File: src/rtl/r16_n_skid_buf_pkg.sv
// Shared definitions for the modulus-word skid buffer: default width, reset constant, FSM states.
package r16_n_skid_buf_pkg;

   localparam int unsigned P_WIDTH_DEF = 64;
   localparam logic [P_WIDTH_DEF-1:0] P_ZERO = '0;

   // Encoding doubles as the occupancy count.
   typedef enum logic [1:0] {
      StEmpty = 2'd0,
      StOne   = 2'd1,
      StFull  = 2'd2
   } state_e;

endpackage

File: src/rtl/r16_n_en_reg.sv
// Enable-loaded data register, asynchronously cleared to P_ZERO.
module r16_n_en_reg
   import r16_n_skid_buf_pkg::*;
#(
   parameter int unsigned P_WIDTH = P_WIDTH_DEF
) (
   input  logic               clk,
   input  logic               rst_n,
   input  logic               en_i,
   input  logic [P_WIDTH-1:0] d_i,
   output logic [P_WIDTH-1:0] q_o
);

   logic [P_WIDTH-1:0] data_q;

   always_ff @(posedge clk or negedge rst_n) begin
      if (!rst_n) begin
         data_q <= P_WIDTH'(P_ZERO);
      end else if (en_i) begin
         data_q <= d_i;
      end
   end

   assign q_o = data_q;

endmodule

File: src/rtl/r16_n_skid_buf.sv
// Two-entry skid buffer for the modulus word N; all outputs registered, ready is
// independent of the downstream ready.
module r16_n_skid_buf
   import r16_n_skid_buf_pkg::*;
#(
   parameter int unsigned P_WIDTH = P_WIDTH_DEF
) (
   input  logic               clk,
   input  logic               rst_n,
   input  logic [P_WIDTH-1:0] N_in,
   input  logic               N_in_valid,
   output logic               N_in_ready,
   output logic [P_WIDTH-1:0] N_out,
   output logic               N_out_valid,
   input  logic               N_out_ready,
   output logic               N_out_chg,
   output logic [1:0]         N_cnt
);

   state_e             state_q, state_d;
   logic               push, pop, chg_in;
   logic               main_en, skid_en;
   logic [P_WIDTH-1:0] main_d, main_q, skid_q;
   logic               main_vld_q, main_vld_d, skid_vld_q, skid_vld_d;
   logic               main_chg_q, main_chg_d, skid_chg_q, skid_chg_d;
   logic               rdy_en_q;
   logic               last_vld_q;
   logic [P_WIDTH-1:0] last_q;

   assign N_in_ready = rdy_en_q & ~skid_vld_q;
   assign push       = N_in_valid & N_in_ready;
   assign pop        = main_vld_q & N_out_ready;
   // last_vld_q forces chg on the first word after reset, even if that word is zero.
   assign chg_in     = ~last_vld_q | (N_in != last_q);

   always_comb begin
      state_d    = state_q;
      main_en    = 1'b0;
      main_d     = N_in;
      skid_en    = 1'b0;
      main_chg_d = main_chg_q;
      skid_chg_d = skid_chg_q;
      case (state_q)
         StEmpty: begin
            if (push) begin
               state_d    = StOne;
               main_en    = 1'b1;
               main_chg_d = chg_in;
            end
         end
         StOne: begin
            if (push && pop) begin
               main_en    = 1'b1;
               main_chg_d = chg_in;
            end else if (push) begin
               state_d    = StFull;
               skid_en    = 1'b1;
               skid_chg_d = chg_in;
            end else if (pop) begin
               state_d = StEmpty;
            end
         end
         StFull: begin
            if (pop) begin
               state_d    = StOne;
               main_en    = 1'b1;
               main_d     = skid_q;
               main_chg_d = skid_chg_q;
            end
         end
         default: state_d = StEmpty;
      endcase
   end

   assign main_vld_d = (state_d != StEmpty);
   assign skid_vld_d = (state_d == StFull);

   always_ff @(posedge clk or negedge rst_n) begin
      if (!rst_n) begin
         state_q    <= StEmpty;
         main_vld_q <= 1'b0;
         skid_vld_q <= 1'b0;
         main_chg_q <= 1'b0;
         skid_chg_q <= 1'b0;
         rdy_en_q   <= 1'b0;
         last_vld_q <= 1'b0;
         last_q     <= P_WIDTH'(P_ZERO);
      end else begin
         state_q    <= state_d;
         main_vld_q <= main_vld_d;
         skid_vld_q <= skid_vld_d;
         main_chg_q <= main_chg_d;
         skid_chg_q <= skid_chg_d;
         rdy_en_q   <= 1'b1;
         if (push) begin
            last_vld_q <= 1'b1;
            last_q     <= N_in;
         end
      end
   end

   r16_n_en_reg #(
      .P_WIDTH (P_WIDTH)
   ) u_main (
      .clk   (clk),
      .rst_n (rst_n),
      .en_i  (main_en),
      .d_i   (main_d),
      .q_o   (main_q)
   );

   r16_n_en_reg #(
      .P_WIDTH (P_WIDTH)
   ) u_skid (
      .clk   (clk),
      .rst_n (rst_n),
      .en_i  (skid_en),
      .d_i   (N_in),
      .q_o   (skid_q)
   );

   assign N_out       = main_q;
   assign N_out_valid = main_vld_q;
   assign N_out_chg   = main_chg_q;
   assign N_cnt       = state_q;

endmodule
File: config.mk
export PLATFORM = sky130hd
export DESIGN_NAME = r16_n_skid_buf
export DESIGN_NICKNAME = d
export VERILOG_FILES = /design/src/rtl/r16_n_skid_buf_pkg.sv /design/src/rtl/r16_n_en_reg.sv /design/src/rtl/r16_n_skid_buf.sv
export SDC_FILE = /design/constraint.sdc
export NUM_CORES = 1
export LEC_CHECK = 0
export ABC_AREA = 1
export BUFFER_PORTS_ARGS = -buffer_cell sky130_fd_sc_hd__buf_2
export CAP_MARGIN = 40
export CORE_MARGIN = 2
export CORE_UTILIZATION = 51
export CTS_CLUSTER_DIAMETER = 150
export DETAILED_ROUTE_END_ITERATION = 7
export MAX_ROUTING_LAYER = met4
export PLACE_DENSITY = 0.83
export SYNTH_ARGS = -nofsm -noshare
export SYNTH_HDL_FRONTEND = slang
export SYNTH_SLANG_ARGS = --single-unit
File: constraint.sdc
create_clock -name clk -period 1.5 [get_ports clk]
set_input_delay 0 -clock clk [delete_from_list [all_inputs] [get_ports clk]]
set_output_delay 0 -clock clk [all_outputs]
set_load 0.01 [all_outputs]
Word level (Yosys, flattened, before mapping). Index checks and enable logic that the tools add are counted.

Flip-flop bits (word level): 200. Input bits: 68. Output and inout port bits: 69. Word-level logic and storage cells: 48.

Equality and inequality tests: 7. Multiplexer cells: 18. Bitwise operators: 7. Reductions and logical operators: 6.

Operators with widths (count): 64-bit 2-to-1 mux (2); 64-bit != test (1); 2-bit 2-to-1 mux (5); 1-bit 2-to-1 mux (8); 2-bit != test, second input constant (3); 1-bit case mux with 3 select lines (2); 2-bit case mux with 3 select lines (1); 2-bit == test, second input constant (2); 4-bit AND reduction (1); 1-bit AND (3); 1-bit inverter (3); 3-bit AND reduction (1); 3-bit nonzero test (1); 2-bit by 1-bit == test with 1-bit output, second input constant (1); 2-bit logical NOT (1); 2-bit nonzero test (1); 1-bit logical AND (1); 1-bit bitwise OR (1).

Longest topological paths before layout.
Depth after elaboration: 7. Mapped depth: 11. Mapped depth without buffers: 11.

Modules after synthesis. From an unflattened synthesis, not the netlist that was laid out.

Cells, all modules: 1219. Area total of the unflattened synthesis: 9316.4 sq um.

By module, submodules not included: r16_n_en_reg (times used 2, cells an instance 270, area each 2446.1 sq um, seq. area each 1601.5 sq um); r16_n_skid_buf (times used 1, cells an instance 679, area each 4424.2 sq um, seq. area each 1801.7 sq um).

Worst setup path after synthesis. Ideal clock, no wire load.

Path kind: register to register. Start point: register main_vld_q (netlist: N_out_valid). End point: register u_skid.data_q[47] (netlist: u_skid.q_o[47]). Library setup time: 0.130 ns. Data arrival time: 1.440 ns. Required time: 1.370 ns. Slack: -0.070 ns. Cell stages (with the launch flop): 11. Path buffers: 2. Clock period less this slack: 1.570 ns. Cells stage by stage: dfrtp_1 > nand2_2 > nand2_1 > nor2_4 > inv_2 > nor2_8 > inv_2 > buf_6 > buf_6 > nand2_1 > o21ai_1.

Longest elaborated chain between the ends: 4.

RTL lines: from (decl) (RTL line r16_n_skid_buf.sv:24) `logic main_vld_q, main_vld_d, skid_vld_q, skid_vld_d;`; from (signal assigned) (RTL line r16_n_skid_buf.sv:90) `main_vld_q <= main_vld_d;`; 1-bit AND (RTL line r16_n_skid_buf.sv:32) `assign pop = main_vld_q & N_out_ready;`; 1-bit logical AND (RTL line r16_n_skid_buf.sv:52) `if (push && pop) begin`; 1-bit 2-to-1 mux (RTL line r16_n_skid_buf.sv:52); 1-bit 2-to-1 mux (RTL line r16_n_skid_buf.sv:43) `case (state_q)`; to (signal assigned) (RTL line r16_n_en_reg.sv:18) `data_q <= P_WIDTH'(P_ZERO);`; to (signal assigned) (RTL line r16_n_en_reg.sv:20) `data_q <= d_i;`; to (decl) (RTL line r16_n_en_reg.sv:14) `logic [P_WIDTH-1:0] data_q;`.

Every way passes these cells. A chain may end at the register's enable or synchronous reset.

Final worst setup path.
Start point: register state_q[0] (netlist: N_cnt[0]). End point: register u_skid.data_q[11] (netlist: u_skid.q_o[11]).

Longest elaborated chain between the ends: 2.

RTL lines: from (decl) (RTL line r16_n_skid_buf.sv:20) `state_e state_q, state_d;`; from (signal assigned) (RTL line r16_n_skid_buf.sv:80) `state_q <= StEmpty;`; from (signal assigned) (RTL line r16_n_skid_buf.sv:89) `state_q <= state_d;`; 2-bit by 1-bit == test with 1-bit output (RTL line r16_n_skid_buf.sv:43); 1-bit 2-to-1 mux (RTL line r16_n_skid_buf.sv:43).

Every way passes these cells.

==> impl_metrics.csv <==
group,metric,value,unit
yosys,synth_warnings,0,
floorplanning,initial_core_util,52.0,%
yosys,netlist_top_cells_count,"nand2_1 (385), dfrtp_1 (200), nor2_1 (117)",
cts,cts_max_path_buffers,2,
drt,num_vias,8421,
layout,drive_gt1_share,18.3,%
cts,tritoncts,"built",
setup_path,critPathMaxStageDelay,0.41,ns
sta,fin_ws,-0.0274,ns
yosys,syn_avg_cell_area,8.16,um^2
run_status,run_status,"finished with violations",
yosys,synthMostInstantiatedCell,"nand2_1",
setup_path,crit_slowest_cell,"dfrtp_1",
grt,grt_first_pass_wirelength,39.6,mm
grt,antenna_found_initial,0,
setup_path,critical_path_arrival,1.85,ns
layout,fin_area,11700,um^2
drt,route.met2.wl,12.3,mm
yosys,ys.flop_type,"dfrtp_1",
power_and_ir_drop,netSwitchingFraction,36.2,%
setup_path,cp.required,1.82,ns
yosys,synth_area_leaders,"dfrtp_1 (56%), nand2_1 (16%), o21ai_0 (6.5%), nor2_1 (4.9%), a31oi_1 (4.4%)",
worst_hold_path,min_path_type,"in2async",
floorplanning,die_x,136,um
cts,cts.clk_slew.worst_paths,0.07,ns
yosys,syn-instance-count,1094,
power_and_ir_drop,p_switching,7610,uW
placement,portBuffers,136,
yosys,seq_area_frac_synth,56.1,%
floorplanning,die_area,18600,um^2
sta,clock_skew,0.00873,ns
power_and_ir_drop,powerDensity,1800,nW/um^2
power_and_ir_drop,p_seq_share,43.3,%
placement,dpl_cell_area,10100,um^2
setup_path,start_kind,"flop",
power_and_ir_drop,p_leak,0.00582,uW
drt,postRouteAntennaNets,0,
cts,cts_sinks,200,
drt,dr.first_iter.drc_count,954,
layout,area_growth,30.7,%
setup_path,reg2regPathDepth,9,
floorplanning,ioPinCount,137,
setup_path,critPathKind,"reg2reg",
yosys,synth_edf_count,0,
drt,avgViaCountPerCell,5.43,
grt,overflow,0,
floorplanning,die_h,136,um
drt,routed.top_layer,"met4",
yosys,yosysTopAreaCell,"dfrtp_1",
placement,hpwl,16.3,mm
layout,fill_cells,1293,
sta,hold_ws,0.0531,ns
sta,slew_viol_final,0,
setup_path,rrSetupSlack,-0.03,ns
cts,h-tree-depth,4,
power_and_ir_drop,pwr-share-clk,22.3,%
sta,setup_tns,-0.195,ns
sta,max_freq,0.655,GHz
sta,grt_setup_unrepaired,"yes",
setup_path,end_kind,"flop",
drt,drc,0,
yosys,ys_types,27,
drt,detail_route.wirelength,26.2,mm
sta,setup_viol,20,
power_and_ir_drop,p_comb_share,34.4,%
grt,grt_max_degree,67,
layout,nets,1381,
sta,hold_viol_final,0,
cts,root_buffer,"clkbuf_16",
drt,wl_met3,2.15,mm
grt,grt_usage,28.4,%
placement,place_ws,-0.0374,ns
grt,grt_pass1_vias,8119,
sta,period_needed,1.53,ns
setup_path,worstReg2RegStart,"N_cnt[0]",
floorplanning,rows,48,
yosys,synth-seq-cells,200,
power_and_ir_drop,report.power.total,21000,uW
power_and_ir_drop,p_int,13400,uW
yosys,async_flop_share,100,%
setup_path,cp_cell_sequence,"buf_6 -> nand2_2 -> nor2_4 -> inv_2 -> nor2_8 -> inv_8 -> buf_12 -> nand2_1 -> o21ai_1",
power_and_ir_drop,peakVddDrop,1.10,mV
cts,clock_latency,0.44,ns
drt,firstDrtPassIters,5,
drt,met1_length,11.0,mm
sta,fin_crit_sh,102,%
floorplanning,core,17200,um^2
setup_path,worstReg2RegEnd,"u_skid.q_o[11]",
yosys,syn_nets,1162,
placement,place.gp.congestion,0.911,
layout,diodes,0,
run_status,violations,"negative setup slack",
setup_path,worstPathMaxFanout,17,
drt,wire_per_inst,16.9,um
yosys,synth_top_area_share,56.1,%
yosys,syn_area,8930,um^2
run,drv_cap,0,
cts,cts_buffers,17,
## cells in the final DEF, fill, tap and decap left out, drive strengths merged
| cell type | instances |
|---|---|
| bufinv | 3 |
| xnor2 | 10 |
| dlygate4sd3 | 66 |
| nor2 | 122 |
| o221ai | 1 |
| clkinv | 5 |
| dfrtp | 200 |
| o21ai | 128 |
| o22ai | 3 |
| nand2 | 389 |
| inv | 102 |
| buf | 177 |
| nand4 | 3 |
| conb | 1 |
| a21oi | 17 |
| a31oi | 63 |
| nand3 | 5 |
| clkbuf | 27 |
| or2 | 1 |
| clkinvlp | 1 |
| xor2 | 1 |
## timing repair
item,4_1_cts,5_1_grt
buffers inserted,2,3
setup endpoints to repair,63,109
cloned,1,8
hold endpoints to repair,392,0
gates resized for setup,6,33
pin swaps,2,5
hold buffers,66,0
## power groups by stage
stage,clock [uW],sequential (uW),combinational (uW)
global placement,0,8970,6140
CTS,4710,9010,6720
global route,4920,9360,8010
finish,4690,9100,7230
detailed placement,0,9050,6390
floorplan,0,9270,3610
## layout make-up
| class | instances | area [um^2] | share of cell area, % |
|---|---|---|---|
| sequential | 200 | 5000 | 42.9 |
| multi-input combinational | 744 | 3340 | 28.6 |
| timing repair buffer | 250 | 2060 | 17.7 |
| clock buffer | 20 | 447 | 3.83 |
| inverter | 100 | 385 | 3.30 |
| tap | 225 | 282 | 2.41 |
| clock inverter | 11 | 148 | 1.27 |
## state kept, by name, summed over array words and instances (netlist names)
| name | flops |
|---|---|
| N_cnt | 2 |
| N_out_chg | 1 |
| skid_chg_q | 1 |
| last_q | 64 |
| rdy_en_q | 1 |
| u_main.q_o | 64 |
| skid_vld_q | 1 |
| last_vld_q | 1 |
| u_skid.q_o | 64 |
| N_out_valid | 1 |
## per-stage QoR
stage,std cells,util (%)
detailed placement,1439,58.7
finish,1550,67.9
global placement,1439,58.7
global route,1550,67.9
floorplan,1094,-
CTS,1539,66.4
## how the worst max path moves through the flow
stage                          end  slack (ns)         from
floorplan           u_skid.q_o[47]       -0.05  N_out_valid
global placement    u_main.q_o[61]        0.06   skid_vld_q
detailed placement   u_main.q_o[9]       -0.04     N_cnt[0]
CTS                 u_main.q_o[51]       0.001     N_cnt[0]
global route        u_main.q_o[51]       -0.11     N_cnt[1]
finish              u_skid.q_o[11]       -0.03     N_cnt[0]
## routing by layer
metal	GRT usage, %	vias up
met3	4.92	64
li1	-	3904
met5	-	-
met2	44.8	441
met1	37.1	4012
met4	10.5	0
## critical path: cells and delay by family, from the launching register on
family	cells	cell delay (ns)
simple gates	4	0.44
buf+inv	4	0.44
compound gates	1	0.10
flops	1	0.41
## logic make-up (layout without fill, tap and decap cells)
kind of cell | count (synthesis) | after routing | synth area share [%]
compound gates | 212 | 212 | 12.9
xor+xnor | 11 | 11 | 1.08
buf+inv | 151 | 381 | 7.34
flops | 200 | 200 | 56.1
other cells | 1 | 1 | 0.0420
simple gates | 519 | 520 | 22.5
(Power assumes the default switching activity.)
